===== config.mk =====
export PLATFORM = sky130hd
export DESIGN_NAME = cpu_sequencer_flat
export DESIGN_NICKNAME = d
export VERILOG_FILES = /design/src/rtl/cpu_sequencer_if.sv /design/src/rtl/cpu_sequencer.sv /design/src/flat_wrapper.sv
export SDC_FILE = /design/constraint.sdc
export NUM_CORES = 1
export LEC_CHECK = 0
export ABC_AREA = 1
export CAP_MARGIN = 5
export CORE_MARGIN = 1.5
export CORE_UTILIZATION = 50
export CTS_BUF_LIST = sky130_fd_sc_hd__clkbuf_4 sky130_fd_sc_hd__clkbuf_8
export CTS_CLUSTER_SIZE = 30
export DETAILED_ROUTE_END_ITERATION = 16
export PLACE_DENSITY = 0.73
export SLEW_MARGIN = 10
export SYNTH_ARGS = -nofsm -noshare
export SYNTH_HDL_FRONTEND = slang
export SYNTH_SLANG_ARGS = --single-unit
export TNS_END_PERCENT = 50

===== constraint.sdc =====
create_clock -name clk -period 5.2 [get_ports clk]
set_input_delay 1.3 -clock clk [delete_from_list [all_inputs] [get_ports clk]]
set_output_delay 1.3 -clock clk [all_outputs]
set_load 0.005 [all_outputs]

===== src/rtl/cpu_sequencer_if.sv =====
// SM83 sequencer bundle: decoder control word, ALU operands and memory port.
interface cpu_sequencer_if;
  logic [7:0]  opcode;
  logic [2:0]  step;
  logic        done;
  logic        is_cond;
  logic [2:0]  next_cond;
  logic [2:0]  s_ab;
  logic [3:0]  s_db;
  logic [3:0]  t_db;
  logic        use_alu;
  logic [1:0]  s_acc;
  logic        idu;
  logic        wr_pc;
  logic        write_mem;
  logic        cond_met;
  logic [7:0]  alu_a;
  logic [7:0]  alu_b;
  logic [7:0]  alu_result;
  logic [15:0] mem_addr;
  logic [7:0]  mem_wdata;
  logic        mem_we;
  logic [7:0]  mem_rdata;
  logic        mem_ready;
  logic        halted;

  modport master (
    output opcode, step, alu_a, alu_b,
    output mem_addr, mem_wdata, mem_we, halted,
    input  done, is_cond, next_cond,
    input  s_ab, s_db, t_db, use_alu, s_acc,
    input  idu, wr_pc, write_mem, cond_met,
    input  alu_result, mem_rdata, mem_ready
  );

  modport slave (
    input  opcode, step, alu_a, alu_b,
    input  mem_addr, mem_wdata, mem_we, halted,
    output done, is_cond, next_cond,
    output s_ab, s_db, t_db, use_alu, s_acc,
    output idu, wr_pc, write_mem, cond_met,
    output alu_result, mem_rdata, mem_ready
  );
endinterface


===== src/rtl/cpu_sequencer.sv =====
// SM83 execution sequencer: IR, step counter, register file,
// address/data bus muxes, IDU and memory port.
module cpu_sequencer #(
  parameter logic [15:0] RESET_PC = 16'h0000,
  parameter logic [15:0] RESET_SP = 16'hFFFE
) (
  input  logic           clk,
  input  logic           reset,
  cpu_sequencer_if.master bus
);
  localparam logic [3:0] R_A   = 4'd0;
  localparam logic [3:0] R_B   = 4'd1;
  localparam logic [3:0] R_C   = 4'd2;
  localparam logic [3:0] R_D   = 4'd3;
  localparam logic [3:0] R_E   = 4'd4;
  localparam logic [3:0] R_H   = 4'd5;
  localparam logic [3:0] R_L   = 4'd6;
  localparam logic [3:0] R_W   = 4'd7;
  localparam logic [3:0] R_Z   = 4'd8;
  localparam logic [3:0] R_PCH = 4'd9;
  localparam logic [3:0] R_PCL = 4'd10;
  localparam logic [3:0] R_SPH = 4'd11;
  localparam logic [3:0] R_SPL = 4'd12;
  localparam logic [3:0] R_MEM = 4'd13;

  localparam logic [2:0] AB_WZ = 3'd0;
  localparam logic [2:0] AB_BC = 3'd1;
  localparam logic [2:0] AB_DE = 3'd2;
  localparam logic [2:0] AB_HL = 3'd3;
  localparam logic [2:0] AB_SP = 3'd4;

  localparam logic [1:0] ACC_SPL = 2'd1;
  localparam logic [1:0] ACC_SPH = 2'd2;
  localparam logic [1:0] ACC_PCL = 2'd3;

  localparam logic IDU_DEC = 1'b1;

  typedef enum logic [1:0] {
    FETCH,
    EXEC,
    HALT
  } state_e;

  state_e           state_q, state_d;
  logic [15:0]      pc_q, pc_d;
  logic [15:0]      sp_q, sp_d;
  logic [7:0]       ir_q, ir_d;
  logic [2:0]       step_q, step_d;
  logic             halted_q, halted_d;
  logic [8:0][7:0]  rf_q, rf_d;

  logic [15:0] ab;
  logic [15:0] idu_out;
  logic [7:0]  db_in;
  logic [7:0]  db_out;
  logic        exec;
  logic        mem_we;
  logic        reg_we;

  assign exec = (state_q == EXEC);

  always_comb begin
    ab = pc_q;
    if (exec) begin
      case (bus.s_ab)
        AB_WZ:   ab = {rf_q[R_W], rf_q[R_Z]};
        AB_BC:   ab = {rf_q[R_B], rf_q[R_C]};
        AB_DE:   ab = {rf_q[R_D], rf_q[R_E]};
        AB_HL:   ab = {rf_q[R_H], rf_q[R_L]};
        AB_SP:   ab = sp_q;
        default: ab = pc_q;
      endcase
    end
  end

  always_comb begin
    db_in = 8'h00;
    case (bus.s_db)
      R_A, R_B, R_C, R_D, R_E,
      R_H, R_L, R_W, R_Z: db_in = rf_q[bus.s_db];
      R_PCH:              db_in = pc_q[15:8];
      R_PCL:              db_in = pc_q[7:0];
      R_SPH:              db_in = sp_q[15:8];
      R_SPL:              db_in = sp_q[7:0];
      R_MEM:              db_in = bus.mem_rdata;
      default:            db_in = 8'h00;
    endcase
  end

  assign db_out  = bus.use_alu ? bus.alu_result : db_in;
  assign idu_out = (bus.idu == IDU_DEC) ? ab - 16'd1 : ab + 16'd1;

  // A store cycle owns the data bus, so it never also writes a register.
  assign mem_we = exec & (bus.write_mem |
                  ((bus.t_db == R_MEM) & (bus.s_db != R_MEM)));
  assign reg_we = exec & (bus.t_db != R_MEM) & ~mem_we;

  always_comb begin
    bus.alu_a = rf_q[R_A];
    case (bus.s_acc)
      ACC_SPL: bus.alu_a = sp_q[7:0];
      ACC_SPH: bus.alu_a = sp_q[15:8];
      ACC_PCL: bus.alu_a = pc_q[7:0];
      default: bus.alu_a = rf_q[R_A];
    endcase
  end

  assign bus.alu_b     = db_in;
  assign bus.mem_addr  = ab;
  assign bus.mem_wdata = db_in;
  assign bus.mem_we    = mem_we;
  assign bus.opcode    = ir_q;
  assign bus.step      = step_q;
  assign bus.halted    = halted_q;

  always_comb begin
    state_d  = state_q;
    pc_d     = pc_q;
    sp_d     = sp_q;
    ir_d     = ir_q;
    step_d   = step_q;
    halted_d = halted_q;
    rf_d     = rf_q;
    case (state_q)
      FETCH: begin
        if (bus.mem_ready) begin
          ir_d    = bus.mem_rdata;
          pc_d    = pc_q + 16'd1;
          step_d  = 3'd0;
          state_d = EXEC;
        end
      end
      EXEC: begin
        if (bus.mem_ready) begin
          if (reg_we) begin
            case (bus.t_db)
              R_PCH:   pc_d[15:8] = db_out;
              R_PCL:   pc_d[7:0]  = db_out;
              R_SPH:   sp_d[15:8] = db_out;
              R_SPL:   sp_d[7:0]  = db_out;
              R_A, R_B, R_C, R_D, R_E,
              R_H, R_L, R_W, R_Z: rf_d[bus.t_db] = db_out;
              default: ;
            endcase
          end
          if (bus.wr_pc) pc_d = idu_out;
          if (bus.done) begin
            ir_d   = bus.mem_rdata;
            step_d = 3'd0;
          end else if (bus.is_cond && !bus.cond_met) begin
            step_d = bus.next_cond;
          end else if (step_q == 3'd7) begin
            state_d  = HALT;
            halted_d = 1'b1;
          end else begin
            step_d = step_q + 3'd1;
          end
        end
      end
      default: ;
    endcase
  end

  always_ff @(posedge clk) begin
    if (reset) begin
      state_q  <= FETCH;
      pc_q     <= RESET_PC;
      sp_q     <= RESET_SP;
      ir_q     <= 8'h00;
      step_q   <= 3'd0;
      halted_q <= 1'b0;
      rf_q     <= '0;
    end else begin
      state_q  <= state_d;
      pc_q     <= pc_d;
      sp_q     <= sp_d;
      ir_q     <= ir_d;
      step_q   <= step_d;
      halted_q <= halted_d;
      rf_q     <= rf_d;
    end
  end
endmodule


===== src/flat_wrapper.sv =====
// flat-port wrapper written by rule: the top's interface ports become plain ports
module cpu_sequencer_flat 
#(
  parameter logic [15:0] RESET_PC = 16'h0000,
  parameter logic [15:0] RESET_SP = 16'hFFFE
)
  (clk, reset, bus_opcode, bus_step, bus_alu_a, bus_alu_b, bus_mem_addr, bus_mem_wdata, bus_mem_we, bus_halted, bus_done, bus_is_cond, bus_next_cond, bus_s_ab, bus_s_db, bus_t_db, bus_use_alu, bus_s_acc, bus_idu, bus_wr_pc, bus_write_mem, bus_cond_met, bus_alu_result, bus_mem_rdata, bus_mem_ready);
  cpu_sequencer_if bus_i ();
  input  logic clk;
  input  logic reset;
  output wire logic [$bits(bus_i.opcode)-1:0] bus_opcode;
  output wire logic [$bits(bus_i.step)-1:0] bus_step;
  output wire logic [$bits(bus_i.alu_a)-1:0] bus_alu_a;
  output wire logic [$bits(bus_i.alu_b)-1:0] bus_alu_b;
  output wire logic [$bits(bus_i.mem_addr)-1:0] bus_mem_addr;
  output wire logic [$bits(bus_i.mem_wdata)-1:0] bus_mem_wdata;
  output wire logic [$bits(bus_i.mem_we)-1:0] bus_mem_we;
  output wire logic [$bits(bus_i.halted)-1:0] bus_halted;
  input wire logic [$bits(bus_i.done)-1:0] bus_done;
  input wire logic [$bits(bus_i.is_cond)-1:0] bus_is_cond;
  input wire logic [$bits(bus_i.next_cond)-1:0] bus_next_cond;
  input wire logic [$bits(bus_i.s_ab)-1:0] bus_s_ab;
  input wire logic [$bits(bus_i.s_db)-1:0] bus_s_db;
  input wire logic [$bits(bus_i.t_db)-1:0] bus_t_db;
  input wire logic [$bits(bus_i.use_alu)-1:0] bus_use_alu;
  input wire logic [$bits(bus_i.s_acc)-1:0] bus_s_acc;
  input wire logic [$bits(bus_i.idu)-1:0] bus_idu;
  input wire logic [$bits(bus_i.wr_pc)-1:0] bus_wr_pc;
  input wire logic [$bits(bus_i.write_mem)-1:0] bus_write_mem;
  input wire logic [$bits(bus_i.cond_met)-1:0] bus_cond_met;
  input wire logic [$bits(bus_i.alu_result)-1:0] bus_alu_result;
  input wire logic [$bits(bus_i.mem_rdata)-1:0] bus_mem_rdata;
  input wire logic [$bits(bus_i.mem_ready)-1:0] bus_mem_ready;
  assign bus_opcode = bus_i.opcode;
  assign bus_step = bus_i.step;
  assign bus_alu_a = bus_i.alu_a;
  assign bus_alu_b = bus_i.alu_b;
  assign bus_mem_addr = bus_i.mem_addr;
  assign bus_mem_wdata = bus_i.mem_wdata;
  assign bus_mem_we = bus_i.mem_we;
  assign bus_halted = bus_i.halted;
  assign bus_i.done = bus_done;
  assign bus_i.is_cond = bus_is_cond;
  assign bus_i.next_cond = bus_next_cond;
  assign bus_i.s_ab = bus_s_ab;
  assign bus_i.s_db = bus_s_db;
  assign bus_i.t_db = bus_t_db;
  assign bus_i.use_alu = bus_use_alu;
  assign bus_i.s_acc = bus_s_acc;
  assign bus_i.idu = bus_idu;
  assign bus_i.wr_pc = bus_wr_pc;
  assign bus_i.write_mem = bus_write_mem;
  assign bus_i.cond_met = bus_cond_met;
  assign bus_i.alu_result = bus_alu_result;
  assign bus_i.mem_rdata = bus_mem_rdata;
  assign bus_i.mem_ready = bus_mem_ready;
  cpu_sequencer #(.RESET_PC(RESET_PC), .RESET_SP(RESET_SP)) u_core (.clk(clk), .reset(reset), .bus(bus_i));
endmodule

## Yosys cells after proc, flatten, opt, wreduce, memory -nomap -nowiden

Index checks and enable logic that the tools add are counted.

- Bitwise gates (word level): 8
- Equality and inequality tests: 47
- Reductions and logical operators: 19
- $add $sub $neg: 4
- Multiplexer cells: 34
- $lt $le $gt $ge: 3

Operator list:

| kind | number |
|---|---|
| two-way mux 16 bit | 6 |
| one-hot mux 16 bit (5 select lines) | 1 |
| bitwise mux 72 bit | 1 |
| two-way mux 8 bit | 8 |
| == test 4 bit (second input constant) | 12 |
| one-hot mux 8 bit (6 select lines) | 1 |
| adder 16 x 1 -> 16 bit (second input constant) | 2 |
| binary-select mux 8 bit (select 4 bit) | 1 |
| demux 8 bit (select 4 bit) | 1 |
| == test 4 x 3 -> 1 bit (second input constant) | 8 |
| one-hot mux 16 bit (2 select lines) | 1 |
| one-hot mux 8 bit (3 select lines) | 1 |
| AND reduction 4 bit | 5 |
| OR reduction 9 bit | 2 |
| == test 4 x 2 -> 1 bit (second input constant) | 4 |
| one-hot mux 8 bit (2 select lines) | 1 |
| subtractor 16 x 1 -> 16 bit (second input constant) | 1 |
| two-way mux 3 bit | 5 |
| AND reduction 5 bit | 3 |
| inequality test 2 bit (second input constant) | 6 |
| inequality test 4 bit (second input constant) | 3 |
| < comparator 4 x 5 -> 1 bit (second input constant) | 2 |
| two-way mux 2 bit | 5 |
| inequality test 3 bit (second input constant) | 3 |
| 20 further kinds | 32 |

- Output and inout port bits: 53
- Bits in registers: 118
- Input bits: 42

## Depth between registers and ports, before layout

- Word-level depth: 10
- Gate-level depth with buffers: 21
- Depth with buffers taken out: 20

## Worst setup path after synthesis

OpenSTA, ideal clock, no wires.

- Path type: input-to-reg
- Start: input bus_s_ab[2]
- End: register u_core.pc_q[10]
- Path buffers: 1
- Path slack: 1.330 ns
- Data arrival time: 3.737 ns
- Required time: 5.068 ns
- Stages: 17
- Setup time: 0.132 ns
- Cells stage by stage: inv_1 o21ai_1 clkinv_1 clkbuf_1 o21ai_0 nor3_1 a21oi_1 ha_1 a21oi_1 o21ai_0 a21oi_1 o21bai_1 or2_2 nand3_1 o21ai_1 o21bai_1 a21oi_1

- Cells in the longest elaborated chain, start to end: 8
- Elaborated cells between the ends (all ways): 13

RTL lines:

| what | line | text |
|---|---|---|
| start, declared | flat_wrapper.sv:22 | `input wire logic [$bits(bus_i.s_ab)-1:0] bus_s_ab;` |
| == test 3 bit (tied with other cells) | cpu_sequencer.sv:65 | `case (bus.s_ab)` |
| one-hot mux 16 bit (5 select lines) * | cpu_sequencer.sv:65 |  |
| two-way mux 16 bit * | cpu_sequencer.sv:64 | `if (exec) begin` |
| net bus_mem_addr[5] | flat_wrapper.sv:15 | `output wire logic [$bits(bus_i.mem_addr)-1:0] bus_mem_addr;` |
| adder 16 x 1 -> 16 bit or subtractor 16 x 1 -> 16 bit (tied branches) | cpu_sequencer.sv:91 | `assign idu_out = (bus.idu == IDU_DEC) ? ab - 16'd1 : ab + 16'd1;` |
| two-way mux 16 bit * | cpu_sequencer.sv:91 |  |
| two-way mux 16 bit * | cpu_sequencer.sv:146 | `if (bus.wr_pc) pc_d = idu_out;` |
| two-way mux 16 bit * | cpu_sequencer.sv:134 | `if (bus.mem_ready) begin` |
| one-hot mux 16 bit (2 select lines) * | cpu_sequencer.sv:124 | `case (state_q)` |
| end signal, assigned | cpu_sequencer.sv:175 | `pc_q <= pc_d;` |
| end, declared | cpu_sequencer.sv:45 | `logic [15:0] pc_q, pc_d;` |

Mark *: on every way through the listed nets, which the timed path passes. The rest lies on a longest branch. The select of a mux whose other input is x is not followed.
A chain may end at the register's enable or synchronous reset.

## Final worst setup path

- Start: input bus_s_ab[1]
- End: output bus_mem_addr[5]

- Cells in the longest elaborated chain, start to end: 3
- Elaborated cells between the ends (all ways): 7

RTL lines:

| what | line |
|---|---|
| == test 3 bit (tied with other cells) | cpu_sequencer.sv:65 |
| one-hot mux 16 bit (5 select lines) * | cpu_sequencer.sv:65 |
| two-way mux 16 bit * | cpu_sequencer.sv:64 |
| end, declared | flat_wrapper.sv:15 |

Mark *: on every way between the ends. The rest lies on a longest branch, timed or not.

==> flow_metrics.py <==
metrics = {
    "status": {
        "outcome": "finished, final reports clean",
    },
    "synth": {
        "synthTopCellsByArea": "dfxtp_1 (32%), a21oi_1 (11%), o21ai_0 (8.7%)",
        "synth_top_cells_by_count": "nand2_1 (169), a21oi_1 (160), inv_1 (139), o21ai_0 (130), dfxtp_1 (118)",
        "synth_edf_count": 0,
        "async_flop_share": 0,
        "syn_area_per_cell_sq_um": 6.745,
        "yosysTopAreaCell": "dfxtp_1",
        "synth-seq-cells": 118,
        "yosysMostFrequentCell": "nand2_1",
        "synth_cell_types": 47,
        "synthCells": 1108,
        "syn_nets": 1168,
        "yosysWarnings": 0,
        "yosysTopAreaCellShare": 0.3161,
        "synth-main-ff-cell": "dfxtp_1",
        "ys_seq_area_frac": 0.3161,
        "netlist_area_sq_um": 7473,
    },
    "floorplanning": {
        "io_pins": 95,
        "rows": 44,
        "core_sq_um": 14590,
        "start_util": 0.5123,
        "die_h_um": 125.3,
        "die_x_um": 125.3,
        "dieArea_sq_um": 15690,
    },
    "place": {
        "place_ws_ns": 0.09803,
        "gp_routability_congestion": 1.081,
        "hpwl_um": 22550,
        "port_buffers": 94,
    },
    "detailed_routing": {
        "routed_wl_um": 29910,
        "antenna_left": 0,
        "vias": 8473,
        "wl_per_cell_um": 21.74,
        "firstDrtPassIters": 6,
        "drt_iter0_drc": 911,
        "via_per_inst": 6.158,
        "drc_errors": 0,
    },
    "timing": {
        "slew_violations": 0,
        "period_minus_slack_ns": 5.087,
        "finalCritPeriodShare": 0.9782,
        "rsz0062_at_grt": "false",
        "max_freq_mhz": 196.6,
        "fin_ws_ns": 0.1132,
        "setup_viol": 0,
        "fin_setup_tns_ns": 0,
        "finalClockSkew_ns": 0.01807,
        "max-slew-margin-rel": 0.3210,
        "finalHoldViolCount": 0,
        "worstMarginPinSlew_ns": 1.018,
    },
    "cells_and_area": {
        "synthToLayoutAreaGrowth_pct": 17.76,
        "fill_cells": 1413,
        "drive_above_1_share": 0.08809,
        "nets": 1239,
        "antenna_cells": 0,
    },
    "cts": {
        "cts_hold_buf": 0,
        "tritoncts": "yes",
        "clk_pin_slew_ns": 0.08,
        "cts_htree_levels": 4,
        "insertion_delay_ns": 0.46,
        "ctsLongestPathBuffers": 2,
        "cts.sinks": 118,
        "cts_made_buffers": 17,
        "cts_root_buf": "clkbuf_8",
    },
    "run": {
        "cap_viol_max_count": 0,
    },
    "power_and_ir_drop": {
        "vdd.ir_drop.worst_v": 0.0003254,
        "p_per_area_nw_per_um2": 257.6,
        "p_leak_uw": 0.003535,
    },
    "worst_hold_path": {
        "min_path_type": "reg -> reg",
    },
    "worst_setup_path": {
        "path_class": "in -> out",
        "startpoint_type": "input port",
        "worstPathRequired_ns": 3.90,
        "cp.arrival_ns": 3.79,
        "critical_path.max_fanout": 13,
        "cp-end-kind": "output port",
    },
    "global_routing": {
        "grt_use_met2": 0.5648,
        "grt_use_met1": 0.5410,
        "grt_overflow_total": 0,
        "grt.busiest_layer": "met2",
        "grt_use_total": 0.3812,
        "grt_max_degree": 58,
        "grt_pass1_wl_um": 45950,
        "grtUsageMet3": 0.08558,
        "grt_pass1_vias": 7769,
        "antenna_found_initial": 0,
    },
}
## final timing paths
check / start / to / slack (ns) / cells after the start
worst min-delay path: u_core.bus.halted / u_core.bus.halted / 0.46 / 2
worst max register to register: u_core.state_q[0] / u_core.pc_q[10] / 1.60 / 18
worst min register to register: u_core.bus.halted / u_core.bus.halted / 0.46 / 2
worst max-delay path: bus_s_ab[1] / bus_mem_addr[5] / 0.11 / 8
## what timing repair did
item / in CTS / in global routing
gates resized for setup: 0 / 2
buffers inserted: 0 / 3
endpoints found under the setup margin: 0 / 10
## cell type report
class / count / area (sq um) / area share
clock inverters: 14 / 116.4 / 0.01322
repair buffers: 111 / 1069 / 0.1214
well taps: 184 / 230.2 / 0.02616
flip-flops and latches: 118 / 2362 / 0.2684
inverters: 149 / 563.0 / 0.06397
multi-input cells: 782 / 4219 / 0.4794
clock buffers: 18 / 241.5 / 0.02744
## flip-flops by register name (all words and copies together), names as in the netlist
register,cells
u_core.bus.step,3
u_core.bus.halted,1
u_core.sp_q,16
u_core.pc_q,16
u_core.bus.opcode,8
u_core.rf_q,72
u_core.state_q,2
## critical path, stage by stage
cell and delay [ns]:
clkdlybuf4s50_1 0.48, nor2_1 0.30, buf_4 0.21, nand2_1 0.26, o22ai_1 0.21, nor3_1 0.08, a21oi_1 0.36, clkdlybuf4s50_1 0.58
## metrics by stage
step,total power (uW),hold slack [ns],instance area (sq um),utilization,std cells
after global placement,1483,0.4416,8414,0.5768,1341
final,2267,0.4564,8801,0.6033,1376
after detailed placement,1483,0.4461,8414,0.5768,1341
after floorplan,1258,0.4426,7473,-,1108
after CTS,2250,0.4549,8772,0.6013,1373
after global routing,2348,0.4852,8801,0.6033,1376
## layout by cell type (no fill, tap or decap), types with 3 or more instances in the layout
cell               n
o21a_1             4
clkinv_4           3
nor3_2             5
a21oi_1          160
o21bai_1           4
nand2_4            3
inv_6              5
o211ai_1           3
nor2_1            55
o22ai_1           52
dfxtp_1          118
clkdlybuf4s50_1   94
nand2_1          168
o2bb2ai_1          3
clkinvlp_4         5
o21ai_1           20
o21ai_0          130
a22oi_1            5
nand3_1           48
nor2_4            12
inv_2              8
nor3_1            18
buf_4             17
nand2_2            5
ha_1              17
xor2_1            10
o2111ai_1         17
nor2_2             5
nand4_1            5
clkbuf_8          17
inv_1            138
or2_2             12
## power by group
part           switching (uW)  leakage (uW)  internal, uW  total, uW
logic                     331       0.00241           208        539
registers                22.2      0.000956           922        944
clock network             439      0.000172           345        784
## kinds of logic (layout without fill, tap and decap cells)
kind of cell / Yosys count / count (layout) / share of synthesized area
AO/OA/AOI/OAI: 414 / 414 / 0.3092
buffers and inverters: 208 / 292 / 0.1197
XOR/XNOR: 10 / 10 / 0.01172
flip-flops: 118 / 118 / 0.3161
adder cells (fa/ha/maj): 18 / 18 / 0.03114
AND/OR/NAND/NOR: 340 / 340 / 0.2121
## routing by layer
metal  up-vias  wire, um  part of all wire
met2       567     12500              0.42
met4         0      1179             0.039
li1       3941         -                 -
met5         -         0                 0
met1      3856     12920              0.43
met3       109      3311              0.11
Power figures use the tool's default switching activity.
